==> src/rtl/snake_step_scheduler.sv <==
// Step scheduler for the snake game core: paces movement from the selected period,
// holds each step request until acknowledged and runs the IDLE/RUN/PAUSE/DEAD flow.
module snake_step_scheduler #(
  parameter int PERIOD_W   = 41,
  parameter int MIN_PERIOD = 1_000_000,
  parameter int COUNT_W    = 16
) (
  input  logic                clk,
  input  logic                rst,
  input  logic                start,
  input  logic                pause,
  input  logic                collide,
  input  logic [PERIOD_W-1:0] period,
  input  logic                step_ack,
  output logic                step_req,
  output logic [1:0]          state,
  output logic [COUNT_W-1:0]  step_count,
  output logic                overrun
);

  typedef enum logic [1:0] {
    ST_IDLE  = 2'b00,
    ST_RUN   = 2'b01,
    ST_PAUSE = 2'b10,
    ST_DEAD  = 2'b11
  } state_e;

  localparam logic [PERIOD_W-1:0] CNT_ZERO = {PERIOD_W{1'b0}};
  localparam logic [PERIOD_W-1:0] CNT_ONE  = {{(PERIOD_W-1){1'b0}}, 1'b1};
  localparam logic [COUNT_W-1:0]  STEP_ONE = {{(COUNT_W-1){1'b0}}, 1'b1};
  localparam logic [COUNT_W-1:0]  STEP_MAX = {COUNT_W{1'b1}};
  // A floor of zero would make p_eff-1 wrap, so the floor is never below one cycle.
  localparam logic [PERIOD_W-1:0] MIN_P    =
    (MIN_PERIOD > 0) ? PERIOD_W'(MIN_PERIOD) : CNT_ONE;

  state_e               state_r, state_s;
  logic [PERIOD_W-1:0]  cnt_r, cnt_s;
  logic                 req_r, req_s;
  logic [COUNT_W-1:0]   count_r, count_s;
  logic                 ovr_r, ovr_s;

  logic [PERIOD_W-1:0]  p_eff_s;
  logic [PERIOD_W-1:0]  last_s;
  logic                 expire_s;
  logic                 req_kept_s;
  logic [COUNT_W-1:0]   count_inc_s;

  // Live effective period and the expiry condition against the running count.
  always_comb begin
    p_eff_s     = (period < MIN_P) ? MIN_P : period;
    last_s      = p_eff_s - CNT_ONE;
    expire_s    = (cnt_r >= last_s);
    req_kept_s  = req_r & ~step_ack;
    count_inc_s = (count_r == STEP_MAX) ? count_r : (count_r + STEP_ONE);
  end

  // Game-flow next state, step handshake and score bookkeeping.
  always_comb begin
    state_s = state_r;
    cnt_s   = cnt_r;
    req_s   = req_r;
    count_s = count_r;
    ovr_s   = ovr_r;
    case (state_r)
      ST_IDLE, ST_DEAD: begin
        cnt_s = CNT_ZERO;
        req_s = 1'b0;
        if (start) begin
          state_s = ST_RUN;
          count_s = {COUNT_W{1'b0}};
          ovr_s   = 1'b0;
        end else begin
          state_s = state_r;
        end
      end
      ST_RUN: begin
        if (collide) begin
          state_s = ST_DEAD;
          cnt_s   = CNT_ZERO;
          req_s   = 1'b0;
        end else if (pause) begin
          // Counter freezes on the pause edge itself, so resume loses no phase.
          state_s = ST_PAUSE;
          req_s   = req_kept_s;
        end else if (expire_s) begin
          cnt_s = CNT_ZERO;
          if (req_kept_s) begin
            req_s = 1'b1;
            ovr_s = 1'b1;
          end else begin
            req_s   = 1'b1;
            count_s = count_inc_s;
          end
        end else begin
          cnt_s = cnt_r + CNT_ONE;
          req_s = req_kept_s;
        end
      end
      ST_PAUSE: begin
        if (collide) begin
          state_s = ST_DEAD;
          cnt_s   = CNT_ZERO;
          req_s   = 1'b0;
        end else if (pause) begin
          state_s = ST_RUN;
          req_s   = req_kept_s;
        end else begin
          state_s = ST_PAUSE;
          req_s   = req_kept_s;
        end
      end
      default: begin
        state_s = ST_IDLE;
        cnt_s   = CNT_ZERO;
        req_s   = 1'b0;
        count_s = {COUNT_W{1'b0}};
        ovr_s   = 1'b0;
      end
    endcase
  end

  // State and output registers with synchronous reset.
  always_ff @(posedge clk) begin
    if (rst) begin
      state_r <= ST_IDLE;
      cnt_r   <= CNT_ZERO;
      req_r   <= 1'b0;
      count_r <= {COUNT_W{1'b0}};
      ovr_r   <= 1'b0;
    end else begin
      state_r <= state_s;
      cnt_r   <= cnt_s;
      req_r   <= req_s;
      count_r <= count_s;
      ovr_r   <= ovr_s;
    end
  end

  assign state      = state_r;
  assign step_req   = req_r;
  assign step_count = count_r;
  assign overrun    = ovr_r;

endmodule

==> config.mk <==
export PLATFORM = sky130hd
export DESIGN_NAME = snake_step_scheduler
export DESIGN_NICKNAME = d
export VERILOG_FILES = /design/src/rtl/snake_step_scheduler.sv
export SDC_FILE = /design/constraint.sdc
export NUM_CORES = 1
export LEC_CHECK = 0
export ABC_AREA = 0
export BUFFER_PORTS_ARGS = -buffer_cell sky130_fd_sc_hd__buf_2
export CORE_MARGIN = 3
export CORE_UTILIZATION = 59
export DETAILED_ROUTE_END_ITERATION = 6
export PLACE_DENSITY = 0.84
export SKIP_CTS_REPAIR_TIMING = 1
export SLEW_MARGIN = 20
export SYNTH_ARGS = -nofsm -noshare
export SYNTH_HDL_FRONTEND = slang
export SYNTH_SLANG_ARGS = --single-unit
==> constraint.sdc <==
create_clock -name clk -period 6.3 [get_ports clk]
set_input_delay 0 -clock clk [delete_from_list [all_inputs] [get_ports clk]]
set_output_delay 0 -clock clk [all_outputs]
set_load 0.005 [all_outputs]
==> results of run 1 <==
cell usage after synthesis (4+ instances only):
cell type / number / area (sq um)
a21oi_1: 54 / 270
clkbuf_1: 13 / 48.8
a41oi_1: 4 / 35.0
nand2_1: 90 / 338
dfxtp_1: 61 / 1220
nor4_1: 6 / 37.5
xnor2_1: 24 / 210
ha_1: 46 / 576
nand4_1: 15 / 93.8
nor2b_1: 6 / 37.5
or3_1: 23 / 144
nand3_1: 47 / 235
o211ai_1: 7 / 52.6
a31oi_1: 24 / 150
nand2b_1: 12 / 75.1
o21ai_0: 35 / 175
xor2_1: 18 / 158
nor2_1: 62 / 233
or4_1: 12 / 90.1
inv_1: 12 / 45.0
and3_1: 11 / 68.8
and4_1: 11 / 96.3
nor3_1: 12 / 60.1
final timing paths:
kind | slack (ps) | startpoint | endpoint | cells past startpoint
setup / recovery | 400 | period[29] | step_count[13] | 25
hold / removal | 2 | rst | step_count[0] | 2
setup reg to reg | 3350 | cnt_r[23] | step_count[13] | 10
hold reg to reg | 490 | step_count[5] | step_count[5] | 2
per-stage QoR:
step                      total power, uW  utilization  worst slack, ps  TNS, ps  cells
after detailed placement              534        0.676            -40.1     -177    813
after floorplan                       483            -             1130        0    660
after global routing                  918        0.703             29.7        0    829
after global placement                528        0.676              180        0    813
after CTS                             879        0.700              282        0    828
final                                 881        0.703              400        0    829
cell type report:
type | count | area [sq um]
clock inverter | 1 | 30.0
multi-input combinational | 566 | 3570
timing repair buffer | 73 | 385
sequential | 61 | 1220
clock buffer | 14 | 163
tap | 102 | 128
inverter | 12 | 45.0
fill | 664 | 2340
kinds of logic after synthesis:
group	Yosys count
muxes	1
xor gates and xnor gates	42
and+or+nand+nor	327
buffers and inverters	33
adders and majority gates	46
DFF	61
AOI/OAI and AO/OA	150
layer usage:
layer / vias to the layer above / share of wire / global-route usage
met1: 2437 / 0.43 / 0.338
met3: 24 / 0.052 / 0.0438
met5: - / 0 / 0
met4: 0 / 0.018 / 0.0937
met2: 164 / 0.50 / 0.481
li1: 2568 / - / -
power breakdown:
part           switching, uW  internal (uW)
combinational           88.7           49.8
clock                    148            203
sequential              2.82            389
total                    240            641
state kept, by name (all words and copies together) (netlist names):
register	cells
state	2
step_count	16
step_req	1
cnt_r	41
overrun	1
==> flow_summary.toml, run 1 <==
[status]
status = "finished, final reports clean"

[cts]
path_clk_slew_ps = 60
tritoncts = "built"
insertion_delay_ps = 350
cts_buffer_depth = 2
cts_sinks = 61
root_buffer = "clkbuf_8"
htree_num_levels = 3
cts_inserted_buffers = 9

[synthesis]
ys_types = 56
async_flop_share = 0
synthCells = 660
synth_warnings = 0
synthesis.area_sq_mm = 0.00491
syn_nets = 753
synth-edff-count = 0
yosysSeqAreaShare = 0.249
synth_compound_area_frac = 0.183
yosys.area_share.xor_xnor = 0.0749
synth_mux_area_frac = 0.00204
synth_top_family_by_area = "simple AND/OR/NAND/NOR gates"
synthAdderAreaFrac = 0.117
syn_avg_cell_area_sq_um = 7.44
synthFlopType = "dfxtp_1"
synth-seq-cells = 61
synthSimpleGateAreaFrac = 0.347

[cells_and_area]
final_cell_mix = "nand2_1 (90), buf_2 (66), nor2_1 (62)"
nets = 816
diodes = 0
drive_gt1_frac = 0.135
syn_to_final_growth_pct = 12.9
final_common_cell = "nand2_1"
finalInstanceArea_sq_mm = 0.00554

[drt]
routedWlPerCell_microns = 15.6
vias = 5193
drc = 0
via_per_inst = 6.26
drtIter0Drc = 253
firstDrtPassIters = 5
routed_wl_microns = 12900
ant_nets = 0

[worst_setup_path]
crit_top_cell = "nand2_1"
worstPathRequired_ps = 6570
cp_top_family = "simple AND/OR/NAND/NOR gates"
crit_arrival_ps = 6170
slowest_delay_ps = 550
worstSetupEndpointType = "register"
worstPathMaxFanout = 20
cpMaxStageDelayCell = "or4_1"
worst-setup-path-type = "in -> reg"
critPathBufInv = 3
cp-start-kind = "primary input"

[sta]
finalSetupViolations = 0
fmax_mhz = 169
whs_ps = 2.02
min_period_over_period = 0.937
drv_slew = 0
rsz0062_at_grt = "false"
slew_headroom = 0.383
period_needed_ps = 5900
tightest_slew_ps = 926
fin_skew_ps = 9.84
final_hold_viol_count = 0

[pwr]
peakVddDrop_uv = 184
p_leak_uw = 0.00221
powerDensity_mw_per_mm2 = 159

[placement]
numPortBuffers = 66
gp_congestion = 0.869
dpl-instance-area_sq_mm = 0.00533
dp_hpwl_microns = 9960

[hold_path]
hp-class = "in -> reg"

[job]
cap_violations = 0

[floorplanning]
io-pin-count = 67
start_util = 0.623
coreArea_sq_mm = 0.00789
die_w_microns = 97.2
die_area_sq_mm = 0.00946
rows = 32
die_h_microns = 97.2

[grt]
antenna_found_initial = 0
grt_pass1_vias = 4928
grt_overflow_total = 0
grt_use_total = 0.273
grt_pass1_wl_microns = 22100
grt_max_degree = 36
Note: power is estimated with default switching activity, not from simulation.
==> inputs of run 2 (changes only) <==
--- a/config.mk
+++ b/config.mk
@@ -10,7 +10,9 @@
 export CORE_MARGIN = 3
 export CORE_UTILIZATION = 59
 export DETAILED_ROUTE_END_ITERATION = 6
+export GPL_TIMING_DRIVEN = 0
 export PLACE_DENSITY = 0.84
+export RECOVER_POWER = 100
 export SKIP_CTS_REPAIR_TIMING = 1
 export SLEW_MARGIN = 20
 export SYNTH_ARGS = -nofsm -noshare
==> flow_summary.toml, run 2 (synthesis results as in run 1) <==
[pwr]
power_frac_comb = 0.165
clkPwrFrac = 0.370
seqPwrFrac = 0.465
powerDensity_mw_per_mm2 = 151
internal_power_uw = 600
peakVddDrop_uv = 156
p_sw_uw = 243
p_leak_uw = 0.00220
swShare = 0.288

[worst_setup_path]
slowest_delay_ps = 550
rr_endpoint = "cnt_r[30]"
rr_worst_depth = 10
r2r_start = "cnt_r[23]"
cpMaxStageDelayCell = "or4_1"
worstSetupEndpointType = "register"
crit_arrival_ps = 6050
cp-start-kind = "primary input"
worstPathRequired_ps = 6570
worstPathMaxFanout = 10
regToRegSetupSlack_ps = 3170
worst-setup-path-type = "in -> reg"

[drt]
routed_wl_microns = 13300
routedWlPerCell_microns = 15.7
via_per_inst = 6.14
firstDrtPassIters = 5
drc = 0
ant_nets = 0
vias = 5177
drtIter0Drc = 400

[cells_and_area]
nFillCells = 662
final_common_cell = "nand2_1"
final_cell_mix = "nand2_1 (90), buf_2 (63), nor2_1 (61), dfxtp_1 (61), a21oi_1 (54)"
largest_reg_flops = 41
drive_gt1_frac = 0.134
diodes = 0
multi_input_area_sq_mm = 0.00358
nets = 829
regArea_sq_mm = 0.00122
regMostFlops = "cnt_r"
syn_to_final_growth_pct = 13.3

[cts]
htree_num_levels = 3
cts_inserted_buffers = 9
insertion_delay_ps = 340
path_clk_slew_ps = 70
cts_sinks = 61
root_buffer = "clkbuf_8"
cts_buffer_depth = 2
tritoncts = "built"

[placement]
place_ws_ps = -433
numPortBuffers = 65
dp_hpwl_microns = 10300
gp_congestion = 0.915

[floorplanning]
start_util = 0.623
io-pin-count = 67
die_h_microns = 97.2
coreArea_sq_mm = 0.00789
rows = 32
die_w_microns = 97.2
die_area_sq_mm = 0.00946

[sta]
tightest_slew_ps = 1110
slew_headroom = 0.257
final_hold_viol_count = 0
setup_ws_ps = 512
whs_ps = 39.5
min_period_over_period = 0.919
fmax_mhz = 173
period_needed_ps = 5790
fin_skew_ps = 7.99
finalSetupViolations = 0
drv_slew = 0

[status]
status = "finished, final reports clean"

[grt]
grt_overflow_total = 0
antenna_found_initial = 0
grt_pass1_vias = 4951
grt_max_degree = 11
grt_pass1_wl_microns = 22500
grt_use_total = 0.281

[job]
cap_violations = 0

[hold_path]
holdPathEnd = "step_req"
hp-class = "in -> reg"
hold_path_startpoint = "pause"
min_delay_path_depth = 3
run 2: final cells by class:
cell class                      instances  share of cell area
Multi-Input combinational cell        566               0.644
Sequential cell                        61               0.219
Inverter                               12             0.00809
Clock buffer                           12              0.0279
Tap cell                              102              0.0229
Timing Repair Buffer                   65              0.0571
Buffer                                 21              0.0169
Clock inverter                          4             0.00404
run 2: critical path, delay by kind of cell:
family	cells	cell delay, ps
buf+inv	4	870
fa+ha+maj	2	460
compound gates	3	540
simple gates	16	3980
xor+xnor	1	220
run 2: how the worst max path moves through the flow:
stage | to | depth (start not counted) | slack, ps | from
CTS | cnt_r[9] | 26 | -140 | period[29]
global route | cnt_r[5] | 26 | -30 | period[29]
global placement | cnt_r[5] | 26 | -270 | period[29]
floorplan | step_count[14] | 25 | 1130 | period[25]
detailed placement | cnt_r[32] | 26 | -430 | period[29]
finish | cnt_r[9] | 26 | 510 | period[29]
run 2: stage by stage:
| stage | area [sq um] | total power, uW | setup TNS (ps) | instances | utilization |
|---|---|---|---|---|---|
| floorplan | 4910 | 483 | 0 | 660 | - |
| global placement | 5370 | 530 | -6480 | 827 | 0.680 |
| detailed placement | 5370 | 536 | -13030 | 827 | 0.680 |
| CTS | 5540 | 843 | -2360 | 843 | 0.703 |
| global route | 5570 | 882 | -104 | 843 | 0.706 |
| finish | 5570 | 843 | 0 | 843 | 0.706 |
run 2: metal layers:
| layer | GRT usage | vias to the layer above | part of all wire |
|---|---|---|---|
| met3 | 0.0524 | 23 | 0.050 |
| met5 | 0 | - | 0 |
| li1 | - | 2587 | - |
| met2 | 0.487 | 145 | 0.49 |
| met4 | 0.0809 | 0 | 0.014 |
| met1 | 0.355 | 2422 | 0.44 |
run 2: power groups by stage:
stage	Clock, uW	Combinational (uW)	Sequential (uW)
3_3_place_gp	0	130	400
2_1_floorplan	0	83.1	400
5_1_grt	334	157	392
6_report	312	139	392
4_1_cts	315	136	392
3_5_place_dp	0	136	400
==> inputs of run 3 (changes only) <==
--- a/config.mk
+++ b/config.mk
@@ -11,7 +11,7 @@
 export CORE_UTILIZATION = 59
 export DETAILED_ROUTE_END_ITERATION = 6
 export GPL_TIMING_DRIVEN = 0
-export PLACE_DENSITY = 0.84
+export PLACE_DENSITY = 0.91
 export RECOVER_POWER = 100
 export SKIP_CTS_REPAIR_TIMING = 1
 export SLEW_MARGIN = 20
==> flow_summary.toml, run 3 (synthesis results as in run 1) <==
[worst_setup_path]
cp.depth = 26
worst-setup-path-type = "in -> reg"
crit_top_cell = "nand2_1"
crit_arrival_ps = 6170
worstPathMaxFanout = 10
cp-start-kind = "primary input"
cp_top_family = "simple AND/OR/NAND/NOR gates"
rr_worst_depth = 11
crit_path_start = "period[29]"
slowest_delay_ps = 540
critPathBufInv = 4
worstSetupEndpointType = "register"
r2r_start = "cnt_r[24]"
regToRegSetupSlack_ps = 3250
worstPathRequired_ps = 6520
cpMaxStageDelayCell = "or4_1"
rr_endpoint = "cnt_r[7]"
timing.critical_path.to = "cnt_r[7]"

[floorplanning]
die_h_microns = 97.2
io-pin-count = 67
die_area_sq_mm = 0.00946
start_util = 0.623
rows = 32
coreArea_sq_mm = 0.00789
die_w_microns = 97.2

[pwr]
p_sw_uw = 255
clkPwrFrac = 0.443
peakVddDrop_uv = 181
p_leak_uw = 0.00221
power_frac_comb = 0.149
powerDensity_mw_per_mm2 = 170
seqPwrFrac = 0.409
swShare = 0.266
internal_power_uw = 704

[grt]
met2_usage = 0.503
grt_pass1_wl_microns = 23400
grt_util_met1 = 0.352
grt_max_degree = 11
grt_overflow_total = 0
grt_pass1_vias = 5260
top_usage_layer = "met2"
grt_use_total = 0.293
grtUsageMet3 = 0.0739
antenna_found_initial = 0

[cts]
cts_sinks = 61
htree_num_levels = 3
cts_inserted_buffers = 9
root_buffer = "clkbuf_8"
path_clk_slew_ps = 70
tritoncts = "built"
cts_buffer_depth = 2
insertion_delay_ps = 350

[sta]
rsz0062_at_grt = "false"
fin_skew_ps = 9.94
setup_tns_ps = 0
fmax_mhz = 168
finalSetupViolations = 0
slew_headroom = 0.470
min_period_over_period = 0.945
final_hold_viol_count = 0
tightest_slew_ps = 787
drv_slew = 0
period_needed_ps = 5950
setup_ws_ps = 347

[cells_and_area]
final_common_cell = "nand2_1"
regMostFlops = "cnt_r"
largest_reg_flops = 41
drive_gt1_frac = 0.132
final_cell_mix = "nand2_1 (90), nor2_1 (61), dfxtp_1 (61)"
nets = 829
syn_to_final_growth_pct = 14.5
diodes = 0

[placement]
numPortBuffers = 65
place_ws_ps = -441
gp_congestion = 0.934
dp_hpwl_microns = 10400

[drt]
drc = 0
firstDrtPassIters = 7
vias = 5477
drtIter0Drc = 500
ant_nets = 0
routed_wl_microns = 13800
via_per_inst = 6.50
routedWlPerCell_microns = 16.4

[hold_path]
hp-class = "in -> reg"
min_delay_path_depth = 3

[job]
cap_violations = 0

[status]
status = "finished, final reports clean"
run 3: routing by layer:
layer,part of all wire,up-vias
met2,0.49,306
met1,0.39,2509
met3,0.091,60
li1,-,2602
met5,0,-
met4,0.032,0
run 3: worst min path at each step:
stage | startpoint | endpoint | slack (ps)
floorplan | pause | step_req | 190
global placement | pause | step_req | 370
detailed placement | pause | step_req | 370
CTS | pause | step_req | 4
global route | pause | step_req | 20
finish | pause | step_req | 20
run 3: area by class of cell:
cell class,count,area (sq um)
clock inverters,3,65.1
clock buffers,13,179
multi-input cells,566,3580
well taps,102,128
fillers,605,2260
inverters,12,45.0
flip-flops and latches,61,1220
repair buffers,65,315
plain buffers,21,93.8
run 3: worst register-to-register path, cell delays in order, from the launching register on:
cell	delay [ps]
dfxtp_1	380
ha_1	340
nand4_1	150
or4_1	580
nor2_1	130
o21a_1	180
o211ai_1	140
and3_1	290
buf_2	230
clkbuf_2	260
a21oi_1	180
a31oi_1	50
run 3: power groups by stage:
stage,logic [uW],registers [uW],clock network [uW]
final,143,392,424
after global routing,159,392,443
after floorplan,83.1,400,0
after detailed placement,136,401,0
after global placement,129,400,0
after CTS,138,392,424
run 3: per-stage QoR:
step           hold WS, ps  instance area (sq um)  cells   util  total power [uW]
2_1_floorplan          193                   4910    660      -               483
3_3_place_gp           368                   5370    827  0.680               529
3_5_place_dp           366                   5370    827  0.680               537
4_1_cts               3.87                   5610    843  0.711               954
5_1_grt               23.0                   5620    843  0.713               994
6_report              16.0                   5620    843  0.713               959
